## config.mk

```make
export PLATFORM = sky130hd
export DESIGN_NAME = adc_xcorr_engine_flat
export DESIGN_NICKNAME = d
export VERILOG_FILES = /design/src/rtl/adc_xcorr_if.sv /design/src/rtl/adc_xcorr_engine.sv /design/src/flat_wrapper.sv
export SDC_FILE = /design/constraint.sdc
export NUM_CORES = 2
export LEC_CHECK = 0
export CAP_MARGIN = 20
export CORE_UTILIZATION = 49
export CTS_CLUSTER_SIZE = 30
export DETAILED_ROUTE_END_ITERATION = 10
export SYNTH_ARGS = -nofsm -noshare
export SYNTH_HDL_FRONTEND = slang
export SYNTH_SLANG_ARGS = --single-unit
```

## constraint.sdc

```tcl
create_clock -name clk -period 15.5 [get_ports clk]
set_input_delay 2.325 -clock clk [delete_from_list [all_inputs] [get_ports clk]]
set_output_delay 2.325 -clock clk [all_outputs]
set_load 0.05 [all_outputs]
```

## src/rtl/adc_xcorr_if.sv

```systemverilog
// Host/ADC-side bundle for adc_xcorr_engine: sample capture, baseline/coefficient
// writes, detect configuration and result outputs.
interface adc_xcorr_if #(
    parameter int NCH    = 8,
    parameter int ADC_W  = 12,
    parameter int DEPTH  = 5,
    parameter int COEF_W = 18
) ();
    localparam int CH_W   = (NCH > 1) ? $clog2(NCH) : 1;
    localparam int ADDR_W = (NCH * DEPTH > 1) ? $clog2(NCH * DEPTH) : 1;

    logic                     sample_valid;
    logic [ADC_W-1:0]         sample_data;
    logic [CH_W-1:0]          sample_ch;
    logic                     base_wr;
    logic [CH_W-1:0]          base_ch;
    logic [ADC_W-1:0]         base_val;
    logic                     coef_wr;
    logic [ADDR_W-1:0]        coef_addr;
    logic signed [COEF_W-1:0] coef_data;
    logic [NCH-1:0]           ch_mask;
    logic signed [31:0]       threshold;
    logic                     host_detect;
    logic signed [31:0]       cc;
    logic                     cc_valid;
    logic                     busy;
    logic                     detected;
    logic                     overrun;

    modport master (
        output sample_valid, sample_data, sample_ch,
        output base_wr, base_ch, base_val,
        output coef_wr, coef_addr, coef_data,
        output ch_mask, threshold, host_detect,
        input  cc, cc_valid, busy, detected, overrun
    );

    modport slave (
        input  sample_valid, sample_data, sample_ch,
        input  base_wr, base_ch, base_val,
        input  coef_wr, coef_addr, coef_data,
        input  ch_mask, threshold, host_detect,
        output cc, cc_valid, busy, detected, overrun
    );
endinterface

```

## src/rtl/adc_xcorr_engine.sv

```systemverilog
// Multi-channel ADC cross-correlation: baseline-corrected per-channel history, frame
// snapshot, time-multiplexed MAC against template coefficients, saturated score and detect.
module adc_xcorr_engine #(
    parameter int NCH     = 8,
    parameter int ADC_W   = 12,
    parameter int DEPTH   = 5,
    parameter int COEF_W  = 18,
    parameter int ACC_W   = 40,
    parameter int SHIFT   = 6,
    parameter int HOLDOFF = 16
) (
    input logic        clk,
    input logic        reset_n,
    adc_xcorr_if.slave bus
);
    localparam int CH_W   = (NCH > 1) ? $clog2(NCH) : 1;
    localparam int NTAP   = NCH * DEPTH;
    localparam int ADDR_W = (NTAP > 1) ? $clog2(NTAP) : 1;
    localparam int TAP_W  = (DEPTH > 1) ? $clog2(DEPTH) : 1;
    localparam int D_W    = ADC_W + 1;
    localparam int PROD_W = D_W + COEF_W;
    localparam int HO_W   = $clog2(HOLDOFF + 1);

    localparam logic [1:0] S_IDLE = 2'd0;
    localparam logic [1:0] S_MAC  = 2'd1;
    localparam logic [1:0] S_DONE = 2'd2;

    localparam logic signed [ACC_W-1:0] CC_MAX = {{(ACC_W-32){1'b0}}, 32'h7FFF_FFFF};
    localparam logic signed [ACC_W-1:0] CC_MIN = {{(ACC_W-31){1'b1}}, 31'h0};

    function automatic logic signed [31:0] sat32(input logic signed [ACC_W-1:0] a);
        if (a > CC_MAX)      return 32'h7FFF_FFFF;
        else if (a < CC_MIN) return 32'h8000_0000;
        else                 return a[31:0];
    endfunction

    function automatic logic signed [ACC_W-1:0] mac_term(
        input logic signed [D_W-1:0]    d,
        input logic signed [COEF_W-1:0] c
    );
        logic signed [PROD_W-1:0] p;
        logic signed [PROD_W-1:0] sh;
        p  = d * c;
        sh = p >>> SHIFT;
        return {{(ACC_W-PROD_W){sh[PROD_W-1]}}, sh};
    endfunction

    logic signed [D_W-1:0]    hist     [NCH][DEPTH];
    logic signed [D_W-1:0]    hist_nxt [NCH][DEPTH];
    logic signed [D_W-1:0]    snap     [NCH][DEPTH];
    logic        [ADC_W-1:0]  base     [NCH];
    logic signed [COEF_W-1:0] coef     [NTAP];

    logic [1:0]               state;
    logic [ADDR_W-1:0]        idx;
    logic [CH_W-1:0]          ch_cnt;
    logic [TAP_W-1:0]         tap_cnt;
    logic signed [ACC_W-1:0]  acc;
    logic signed [ACC_W-1:0]  term;
    logic signed [31:0]       cc_q;
    logic                     cc_valid_q;
    logic                     overrun_q;
    logic                     detected_q;
    logic [HO_W-1:0]          hold;
    logic signed [D_W-1:0]    d_new;
    logic                     sample_ok;
    logic                     frame_end;
    logic                     last_step;

    assign sample_ok = bus.sample_valid && (int'(bus.sample_ch) < NCH);
    assign frame_end = bus.sample_valid && (bus.sample_ch == CH_W'(NCH - 1));
    assign last_step = (idx == ADDR_W'(NTAP - 1));

    // Baseline read here is the registered value, so a same-cycle baseline write is not seen.
    assign d_new = $signed({1'b0, bus.sample_data}) - $signed({1'b0, base[bus.sample_ch]});

    always_comb begin
        hist_nxt = hist;
        if (sample_ok) begin
            for (int k = DEPTH - 1; k > 0; k--) begin
                hist_nxt[bus.sample_ch][k] = hist[bus.sample_ch][k-1];
            end
            hist_nxt[bus.sample_ch][0] = d_new;
        end
    end

    always_comb begin
        term = '0;
        if (bus.ch_mask[ch_cnt]) begin
            term = mac_term(snap[ch_cnt][tap_cnt], coef[idx]);
        end
    end

    always_ff @(posedge clk or negedge reset_n) begin
        if (!reset_n) begin
            hist       <= '{default: '0};
            snap       <= '{default: '0};
            base       <= '{default: '0};
            coef       <= '{default: '0};
            state      <= S_IDLE;
            idx        <= '0;
            ch_cnt     <= '0;
            tap_cnt    <= '0;
            acc        <= '0;
            cc_q       <= '0;
            cc_valid_q <= 1'b0;
            overrun_q  <= 1'b0;
        end else begin
            hist       <= hist_nxt;
            cc_valid_q <= 1'b0;
            overrun_q  <= frame_end && (state != S_IDLE);
            if (bus.base_wr && (int'(bus.base_ch) < NCH)) begin
                base[bus.base_ch] <= bus.base_val;
            end
            if (bus.coef_wr && (int'(bus.coef_addr) < NTAP)) begin
                coef[bus.coef_addr] <= bus.coef_data;
            end
            case (state)
                S_IDLE: begin
                    // Snapshot includes the frame-end sample itself.
                    if (frame_end) begin
                        snap    <= hist_nxt;
                        acc     <= '0;
                        idx     <= '0;
                        ch_cnt  <= '0;
                        tap_cnt <= '0;
                        state   <= S_MAC;
                    end
                end
                S_MAC: begin
                    acc <= acc + term;
                    idx <= idx + ADDR_W'(1);
                    if (tap_cnt == TAP_W'(DEPTH - 1)) begin
                        tap_cnt <= '0;
                        ch_cnt  <= ch_cnt + CH_W'(1);
                    end else begin
                        tap_cnt <= tap_cnt + TAP_W'(1);
                    end
                    // Final term is folded in directly so the score is out during DONE.
                    if (last_step) begin
                        cc_q       <= sat32(acc + term);
                        cc_valid_q <= 1'b1;
                        ch_cnt     <= '0;
                        state      <= S_DONE;
                    end
                end
                S_DONE: state <= S_IDLE;
                default: state <= S_IDLE;
            endcase
        end
    end

    always_ff @(posedge clk or negedge reset_n) begin
        if (!reset_n) begin
            detected_q <= 1'b0;
            hold       <= '0;
        end else if (bus.threshold == 32'sd0) begin
            detected_q <= bus.host_detect;
            hold       <= '0;
        end else if (cc_valid_q) begin
            if (cc_q > bus.threshold) begin
                detected_q <= 1'b1;
                hold       <= HO_W'(HOLDOFF);
            end else if (hold != '0) begin
                hold <= hold - HO_W'(1);
            end else begin
                detected_q <= 1'b0;
            end
        end
    end

    assign bus.cc       = cc_q;
    assign bus.cc_valid = cc_valid_q;
    assign bus.busy     = (state != S_IDLE);
    assign bus.detected = detected_q;
    assign bus.overrun  = overrun_q;
endmodule
```

## src/flat_wrapper.sv

```systemverilog
// flat-port wrapper written by rule: the top's interface ports become plain ports
module adc_xcorr_engine_flat 
#(
    parameter int NCH     = 8,
    parameter int ADC_W   = 12,
    parameter int DEPTH   = 5,
    parameter int COEF_W  = 18,
    parameter int ACC_W   = 40,
    parameter int SHIFT   = 6,
    parameter int HOLDOFF = 16
)
  (clk, reset_n, bus_sample_valid, bus_sample_data, bus_sample_ch, bus_base_wr, bus_base_ch, bus_base_val, bus_coef_wr, bus_coef_addr, bus_coef_data, bus_ch_mask, bus_threshold, bus_host_detect, bus_cc, bus_cc_valid, bus_busy, bus_detected, bus_overrun);
  adc_xcorr_if #(.NCH(NCH), .ADC_W(ADC_W), .DEPTH(DEPTH), .COEF_W(COEF_W)) bus_i ();
  input logic clk;
  input logic reset_n;
  input wire logic [$bits(bus_i.sample_valid)-1:0] bus_sample_valid;
  input wire logic [$bits(bus_i.sample_data)-1:0] bus_sample_data;
  input wire logic [$bits(bus_i.sample_ch)-1:0] bus_sample_ch;
  input wire logic [$bits(bus_i.base_wr)-1:0] bus_base_wr;
  input wire logic [$bits(bus_i.base_ch)-1:0] bus_base_ch;
  input wire logic [$bits(bus_i.base_val)-1:0] bus_base_val;
  input wire logic [$bits(bus_i.coef_wr)-1:0] bus_coef_wr;
  input wire logic [$bits(bus_i.coef_addr)-1:0] bus_coef_addr;
  input wire logic [$bits(bus_i.coef_data)-1:0] bus_coef_data;
  input wire logic [$bits(bus_i.ch_mask)-1:0] bus_ch_mask;
  input wire logic [$bits(bus_i.threshold)-1:0] bus_threshold;
  input wire logic [$bits(bus_i.host_detect)-1:0] bus_host_detect;
  output wire logic [$bits(bus_i.cc)-1:0] bus_cc;
  output wire logic [$bits(bus_i.cc_valid)-1:0] bus_cc_valid;
  output wire logic [$bits(bus_i.busy)-1:0] bus_busy;
  output wire logic [$bits(bus_i.detected)-1:0] bus_detected;
  output wire logic [$bits(bus_i.overrun)-1:0] bus_overrun;
  assign bus_i.sample_valid = bus_sample_valid;
  assign bus_i.sample_data = bus_sample_data;
  assign bus_i.sample_ch = bus_sample_ch;
  assign bus_i.base_wr = bus_base_wr;
  assign bus_i.base_ch = bus_base_ch;
  assign bus_i.base_val = bus_base_val;
  assign bus_i.coef_wr = bus_coef_wr;
  assign bus_i.coef_addr = bus_coef_addr;
  assign bus_i.coef_data = bus_coef_data;
  assign bus_i.ch_mask = bus_ch_mask;
  assign bus_i.threshold = bus_threshold;
  assign bus_i.host_detect = bus_host_detect;
  assign bus_cc = bus_i.cc;
  assign bus_cc_valid = bus_i.cc_valid;
  assign bus_busy = bus_i.busy;
  assign bus_detected = bus_i.detected;
  assign bus_overrun = bus_i.overrun;
  adc_xcorr_engine #(.NCH(NCH), .ADC_W(ADC_W), .DEPTH(DEPTH), .COEF_W(COEF_W), .ACC_W(ACC_W), .SHIFT(SHIFT), .HOLDOFF(HOLDOFF)) u_core (.clk(clk), .reset_n(reset_n), .bus(bus_i));
endmodule
```

# --- Word-level counts from Yosys, hierarchy flattened ---
# Cells that the tools add are included.
word_totals:
  inputBits: 100
  ff_bits: 1950
  wordCells: 258
classes:
  addsub: 6
  n_reduce_logical: 20
  mul: 1
  magnitude_cmp: 14
  n_bitwise: 6
  eq_ne: 8
  n_mux: 65
ops:
  columns: ["op", "count"]
  rows:
  - ["$bwmux 520", 5]
  - ["$demux 65 s3", 5]
  - ["$bwmux 720", 1]
  - ["$mux 520", 1]
  - ["$bmux 65 s3", 2]
  - ["$mux 65", 5]
  - ["$bmux 18 s6", 1]
  - ["$demux 18 s6", 1]
  - ["$bwmux 96", 1]
  - ["$mux 40", 2]
  - ["$pmux 40 s2", 1]
  - ["$mux 32", 2]
  - ["$mux 18", 3]
  - ["$mux 52", 1]
  - ["$add 40x40->40", 1]
  - ["$gt 40x32->1 const B", 1]
  - ["$lt 40x32->1 const B", 1]
  - ["$bmux 13 s3", 1]
  - ["$mux 13", 3]
  - ["$mux 39", 1]
  - ["$bmux 12 s3", 1]
  - ["$demux 12 s3", 1]
  - ["$mux 12", 3]
  - ["$gt 32x32->1", 1]
  - ["36 further kinds", 75]

# --- Logic depth before layout (Yosys ltp) ---
logic_depth:
  depth_word: 13
  mapped_depth: 61
  mapped_depth_nobuf: 52

# --- Worst setup path after synthesis ---
# OpenSTA, ideal clock, no wires.
synth_path:
  path_type: "flip-flop to flip-flop"
  startpoint: "register u_core.idx[0]"
  endpoint: "register u_core.cc_q[21], in the netlist u_core.bus.cc[21]"
  slack_ns: 2.872
  setup_ns: 0.126
  t_arrival_ns: 12.502
  stages_incl_launch_ff: 59
  path_buffers: 9
  period_less_slack_ns: 12.628
  cell_sequence: "dfrtp_1 > buf_6 > buf_6 > buf_4 > buf_1 > buf_1 > buf_1 > mux4_2 > mux4_2 > a21oi_1 > clkbuf_1 > nor2_1 > fa_1 > inv_1 > fa_1 > inv_1 > ha_1 > ha_1 > (+23 left out) > ha_1 > a21o_1 > a21o_1 > a21oi_1 > nor2b_1 > a221o_1 > a21o_1 > a31o_2 > a31oi_1 > nand3_1 > o32a_1 > xnor2_1 > nand4b_1 > nor4_2 > nor2_1 > buf_4 > buf_6 > a221o_1"
synth_via:
  elab_chain_len: 10
synth_rtl:
  columns: ["element", "line_no", "source"]
  rows:
  - ["from (decl)", "adc_xcorr_engine.sv:55", "logic [ADDR_W-1:0] idx;"]
  - ["from (signal assigned)", "adc_xcorr_engine.sv:132", "idx <= idx + ADDR_W'(1);"]
  - ["$not 6->7 (not written as such)", "adc_xcorr_engine.sv:90", "term = mac_term(snap[ch_cnt][tap_cnt], coef[idx]);"]
  - ["$bmux 18 s6", "adc_xcorr_engine.sv:90", null]
  - ["$mux 18 (not written as such) (2 in a row)", "adc_xcorr_engine.sv:90", null]
  - ["$mul 13x18->31", "adc_xcorr_engine.sv:43", "p = d * c;"]
  - ["$mux 40", "adc_xcorr_engine.sv:89", "if (bus.ch_mask[ch_cnt]) begin"]
  - ["$add 40x40->40", "adc_xcorr_engine.sv:141", "cc_q <= sat32(acc + term);"]
  - ["$lt 40x32->1", "adc_xcorr_engine.sv:33", "else if (a < CC_MIN) return 32'h8000_0000;"]
  - ["$mux 32", "adc_xcorr_engine.sv:33", null]
  - ["$mux 32", "adc_xcorr_engine.sv:32", "if (a > CC_MAX) return 32'h7FFF_FFFF;"]
  - ["to (signal assigned)", "adc_xcorr_engine.sv:141", null]
  - ["to (decl)", "adc_xcorr_engine.sv:60", "logic signed [31:0] cc_q;"]
# Several ways; a longest one is shown, not always the timed one. The select of a mux whose other input is x is not followed.
# A chain may end at the register's enable or synchronous reset.

# --- Final worst setup path ---
layout_path:
  startpoint: "register u_core.ch_cnt[0]"
  endpoint: "register u_core.cc_q[21], in the netlist u_core.bus.cc[21]"
layout_via:
  elab_chain_len: 13
layout_rtl:
  columns: ["element", "line_no", "source"]
  rows:
  - ["from (decl)", "adc_xcorr_engine.sv:56", "logic [CH_W-1:0] ch_cnt;"]
  - ["from (signal assigned)", "adc_xcorr_engine.sv:135", "ch_cnt <= ch_cnt + CH_W'(1);"]
  - ["$not 3->4 (not written as such)", "adc_xcorr_engine.sv:90", null]
  - ["$bmux 65 s3", "adc_xcorr_engine.sv:90", null]
  - ["$mux 65 (not written as such) (2 in a row)", "adc_xcorr_engine.sv:90", null]
  - ["$bmux 13 s3", "adc_xcorr_engine.sv:90", null]
  - ["$mux 13 (not written as such) (2 in a row)", "adc_xcorr_engine.sv:90", null]
  - ["$mul 13x18->31", "adc_xcorr_engine.sv:43", null]
  - ["$mux 40 *", "adc_xcorr_engine.sv:89", null]
  - ["$add 40x40->40 *", "adc_xcorr_engine.sv:141", null]
  - ["$lt 40x32->1", "adc_xcorr_engine.sv:33", null]
  - ["$mux 32", "adc_xcorr_engine.sv:33", null]
  - ["$mux 32 *", "adc_xcorr_engine.sv:32", null]
# Mark *: on every way between the ends. The rest lies on a longest branch, timed or not. The select of a mux whose other input is x is not followed.

==> flow_metrics.env <==
export IMPL_ff2ff_setup_slack_ns=1.99
export IMPL_ys_seq_elements=1937
export IMPL_grt_ovfl_total=0
export IMPL_placed_area_sq_um=100400
export IMPL_grt_max_degree=188
export IMPL_r2r_start="u_core.ch_cnt[0]$_DFFE_PN0P_"
export IMPL_pwr_share_clk_pct=35.0
export IMPL_die_width_um=444.7
export IMPL_syn_area_sq_um=96020
export IMPL_hold_buffers=0
export IMPL_crit_path_frequent_cell="a21o_1"
export IMPL_synth_nets=7984
export IMPL_synth_edf_count=0
export IMPL_grt_pass1_vias=63800
export IMPL_antenna_left=0
export IMPL_synth_top_cells_by_area="dfrtp_1, mux2_2, mux4_2, fa_1, o21ai_0"
export IMPL_finalSetupViolations=0
export IMPL_antenna_found_initial=8
export IMPL_cp_data_required_time_ns=16.24
export IMPL_io_buffers=135
export IMPL_cp_arrival_ns=14.25
export IMPL_cp_startpoint="u_core.ch_cnt[0]$_DFFE_PN0P_"
export IMPL_end_kind="flip-flop"
export IMPL_hold_ws_ns=0.4765
export IMPL_critical_path_startpoint_type="flip-flop"
export IMPL_fin_area_sq_um=107300
export IMPL_ys_types=85
export IMPL_tritoncts="done"
export IMPL_slew_violations=0
export IMPL_powerDensity_nw_per_um2=131.9
export IMPL_drc=0
export IMPL_final_setup_worst_slack_ns=1.994
export IMPL_synthCells=7518
export IMPL_num_fill_cells=16230
export IMPL_dieHeight_um=444.7
export IMPL_synth_commonest_cells="dfrtp_1, mux2_2, nand2_1, o21ai_0, clkbuf_1"
export IMPL_hold_viol=0
export IMPL_yosysMostFrequentCell="dfrtp_1"
export IMPL_final_nets=7969
export IMPL_total_power_mw=14.16
export IMPL_io_pins=136
export IMPL_grtUsageTotal_pct=25.73
export IMPL_reg2reg_to="u_core.bus.cc[21]$_DFFE_PN0P_"
export IMPL_ys_flop_type="dfrtp_1"
export IMPL_wirelength_um=250300
export IMPL_drt_pass1_iter_count=5
export IMPL_p_sw_share_pct=28.74
export IMPL_wl_per_cell_um=24.32
export IMPL_avgSynthCellArea_sq_um=12.77
export IMPL_start_util_pct=49.29
export IMPL_dp_cells=9915
export IMPL_syn_to_final_growth_pct=11.76
export IMPL_rsz0062_at_grt="no"
export IMPL_synth_top_cell_area_share_pct=50.48
export IMPL_insertion_delay_ns=0.86
export IMPL_skew_ns=0.05385
export IMPL_grt_pass1_wl_um=392200
export IMPL_rows=162
export IMPL_min_delay_start="u_core.snap[9]$_DFFE_PN0P_"
export IMPL_postCtsSetupRepairBufs=0
export IMPL_max_stage_delay_ns=1.02
export IMPL_fin_tns_setup_ns=0
export IMPL_cts_sinks=1937
export IMPL_crit_end="u_core.bus.cc[21]$_DFFE_PN0P_"
export IMPL_async_flop_share_pct=100.0
export IMPL_timing_fmax_mhz=74.04
export IMPL_gp_congestion=0.8271
export IMPL_crit_path_max_fanout=39
export IMPL_p_int_mw=10.09
export IMPL_tightest_slew_ns=1.215
export IMPL_worst_setup_path_type="reg2reg"
export IMPL_hold_path_class="reg2reg"
export IMPL_dp_hpwl_um=153200
export IMPL_combPwrFrac_pct=20.1
export IMPL_fin_crit_ns=13.51
export IMPL_final_cells=10290
export IMPL_p_sw_mw=4.069
export IMPL_drive_gt1_share_pct=30.22
export IMPL_r2r_cells=52
export IMPL_yosys_area_top_type="dfrtp_1"
export IMPL_cts_root_buf="clkbuf_16"
export IMPL_cts_made_buffers=203
export IMPL_cap_viol_max_count=0
export IMPL_leakage_nw=49.94
export IMPL_min_period_over_period_pct=87.13
export IMPL_clock_tree_buffer_depth=3
export IMPL_viasPerCell=5.891
export IMPL_ys_warn_count=0
export IMPL_pwr_share_seq_pct=44.9
export IMPL_seq_area_frac_synth_pct=50.48
export IMPL_cts_htree_levels=4
export IMPL_place_worst_setup_slack_ns=1.540
export IMPL_die_area_sq_um=197700
export IMPL_drt_iter0_drc=4453
export IMPL_slew_headroom_pct=18.99
export IMPL_slowest_stage="dfrtp_4"
export IMPL_status="finished clean"
export IMPL_clk_pin_slew_ns=0.06
export IMPL_placeableCoreArea_sq_um=194800
export IMPL_vdd_drop_max_uv=107.1
export IMPL_vias=60630
export IMPL_cts_resized=0
export IMPL_finish_utilization_pct=55.09
-- per-layer routing --
metal | GRT usage, % | share of wire (%)
met5 | 0 | 0.016
met1 | 37.89 | 46
met4 | 6.026 | 2.0
met3 | 3.646 | 5.0
met2 | 40.49 | 46
-- registers in the layout, indices dropped and copies added (netlist names) --
name and cells:
u_core.idx 6, u_core.coef 720, u_core.snap 520, u_core.bus.cc 32, u_core.hold 5, u_core.bus.cc_valid 1
u_core.hist 507, u_core.tap_cnt 3, u_core.bus.overrun 1, u_core.acc 40, u_core.state 2, u_core.ch_cnt 3
u_core.base 96, u_core.bus.detected 1
-- cell type report --
class | instances | area [sq um] | share of cell area, %
Antenna cell | 2 | 5.005 | 0.004664
Clock buffer | 311 | 6121 | 5.704
Clock inverter | 56 | 696.9 | 0.6494
Inverter | 277 | 1040 | 0.9689
Multi-Input combinational cell | 4767 | 44680 | 41.64
Sequential cell | 1937 | 48500 | 45.19
Tap cell | 2624 | 3283 | 3.060
Timing Repair Buffer | 317 | 2989 | 2.785
-- worst max-delay path, delay by kind of cell, from the launching register on --
family / cells / cell delay (ns)
buf+inv: 6 / 0.82
mux: 3 / 1.25
simple gates: 11 / 1.77
flops: 1 / 1.02
xor+xnor: 2 / 0.28
compound gates: 22 / 5.21
fa+ha+maj: 8 / 3.00
-- power groups by stage --
| stage | registers, mW | logic [mW] | clock network (mW) |
|---|---|---|---|
| after floorplan | 6.26 | 2.05 | 0 |
| after global placement | 6.39 | 2.78 | 0 |
| after detailed placement | 6.43 | 2.85 | 0 |
| after CTS | 6.34 | 2.86 | 5.07 |
| after global routing | 6.45 | 3.16 | 5.25 |
| final | 6.35 | 2.84 | 4.96 |
-- cells by family after synthesis --
family	Yosys count	synth area share, %
flip-flops	1937	50.48
AO/OA/AOI/OAI	1180	7.429
multiplexers	1846	25.84
adder cells (fa/ha/maj)	366	6.482
buffers and inverters	814	3.259
XOR/XNOR	73	0.6737
AND/OR/NAND/NOR	1302	5.837
-- layout by cell type (no fill, tap or decap), drive strengths merged, types with 184 or more instances in the layout --
cell type and n:
dfrtp 1937, mux2 1351, nand2 761, o21ai 643, mux4 371, clkbuf 313
inv 282, nor2 268, fa 219, buf 184
-- how the worst min path moves through the flow --
| stage | to | slack, ns | cells past startpoint |
|---|---|---|---|
| finish | u_core.snap[9]$_DFFE_PN0P_ | 0.48 | 2 |
| global route | u_core.hist[51]$_DFF_PN0_ | 0.49 | 2 |
| CTS | u_core.snap[9]$_DFFE_PN0P_ | 0.48 | 2 |
| detailed placement | u_core.snap[9]$_DFFE_PN0P_ | 0.47 | 2 |
| global placement | u_core.hist[47]$_DFF_PN0_ | 0.46 | 2 |
| floorplan | u_core.hist[17]$_DFF_PN0_ | 0.44 | 2 |
Note: power is estimated with default switching activity, not from simulation.
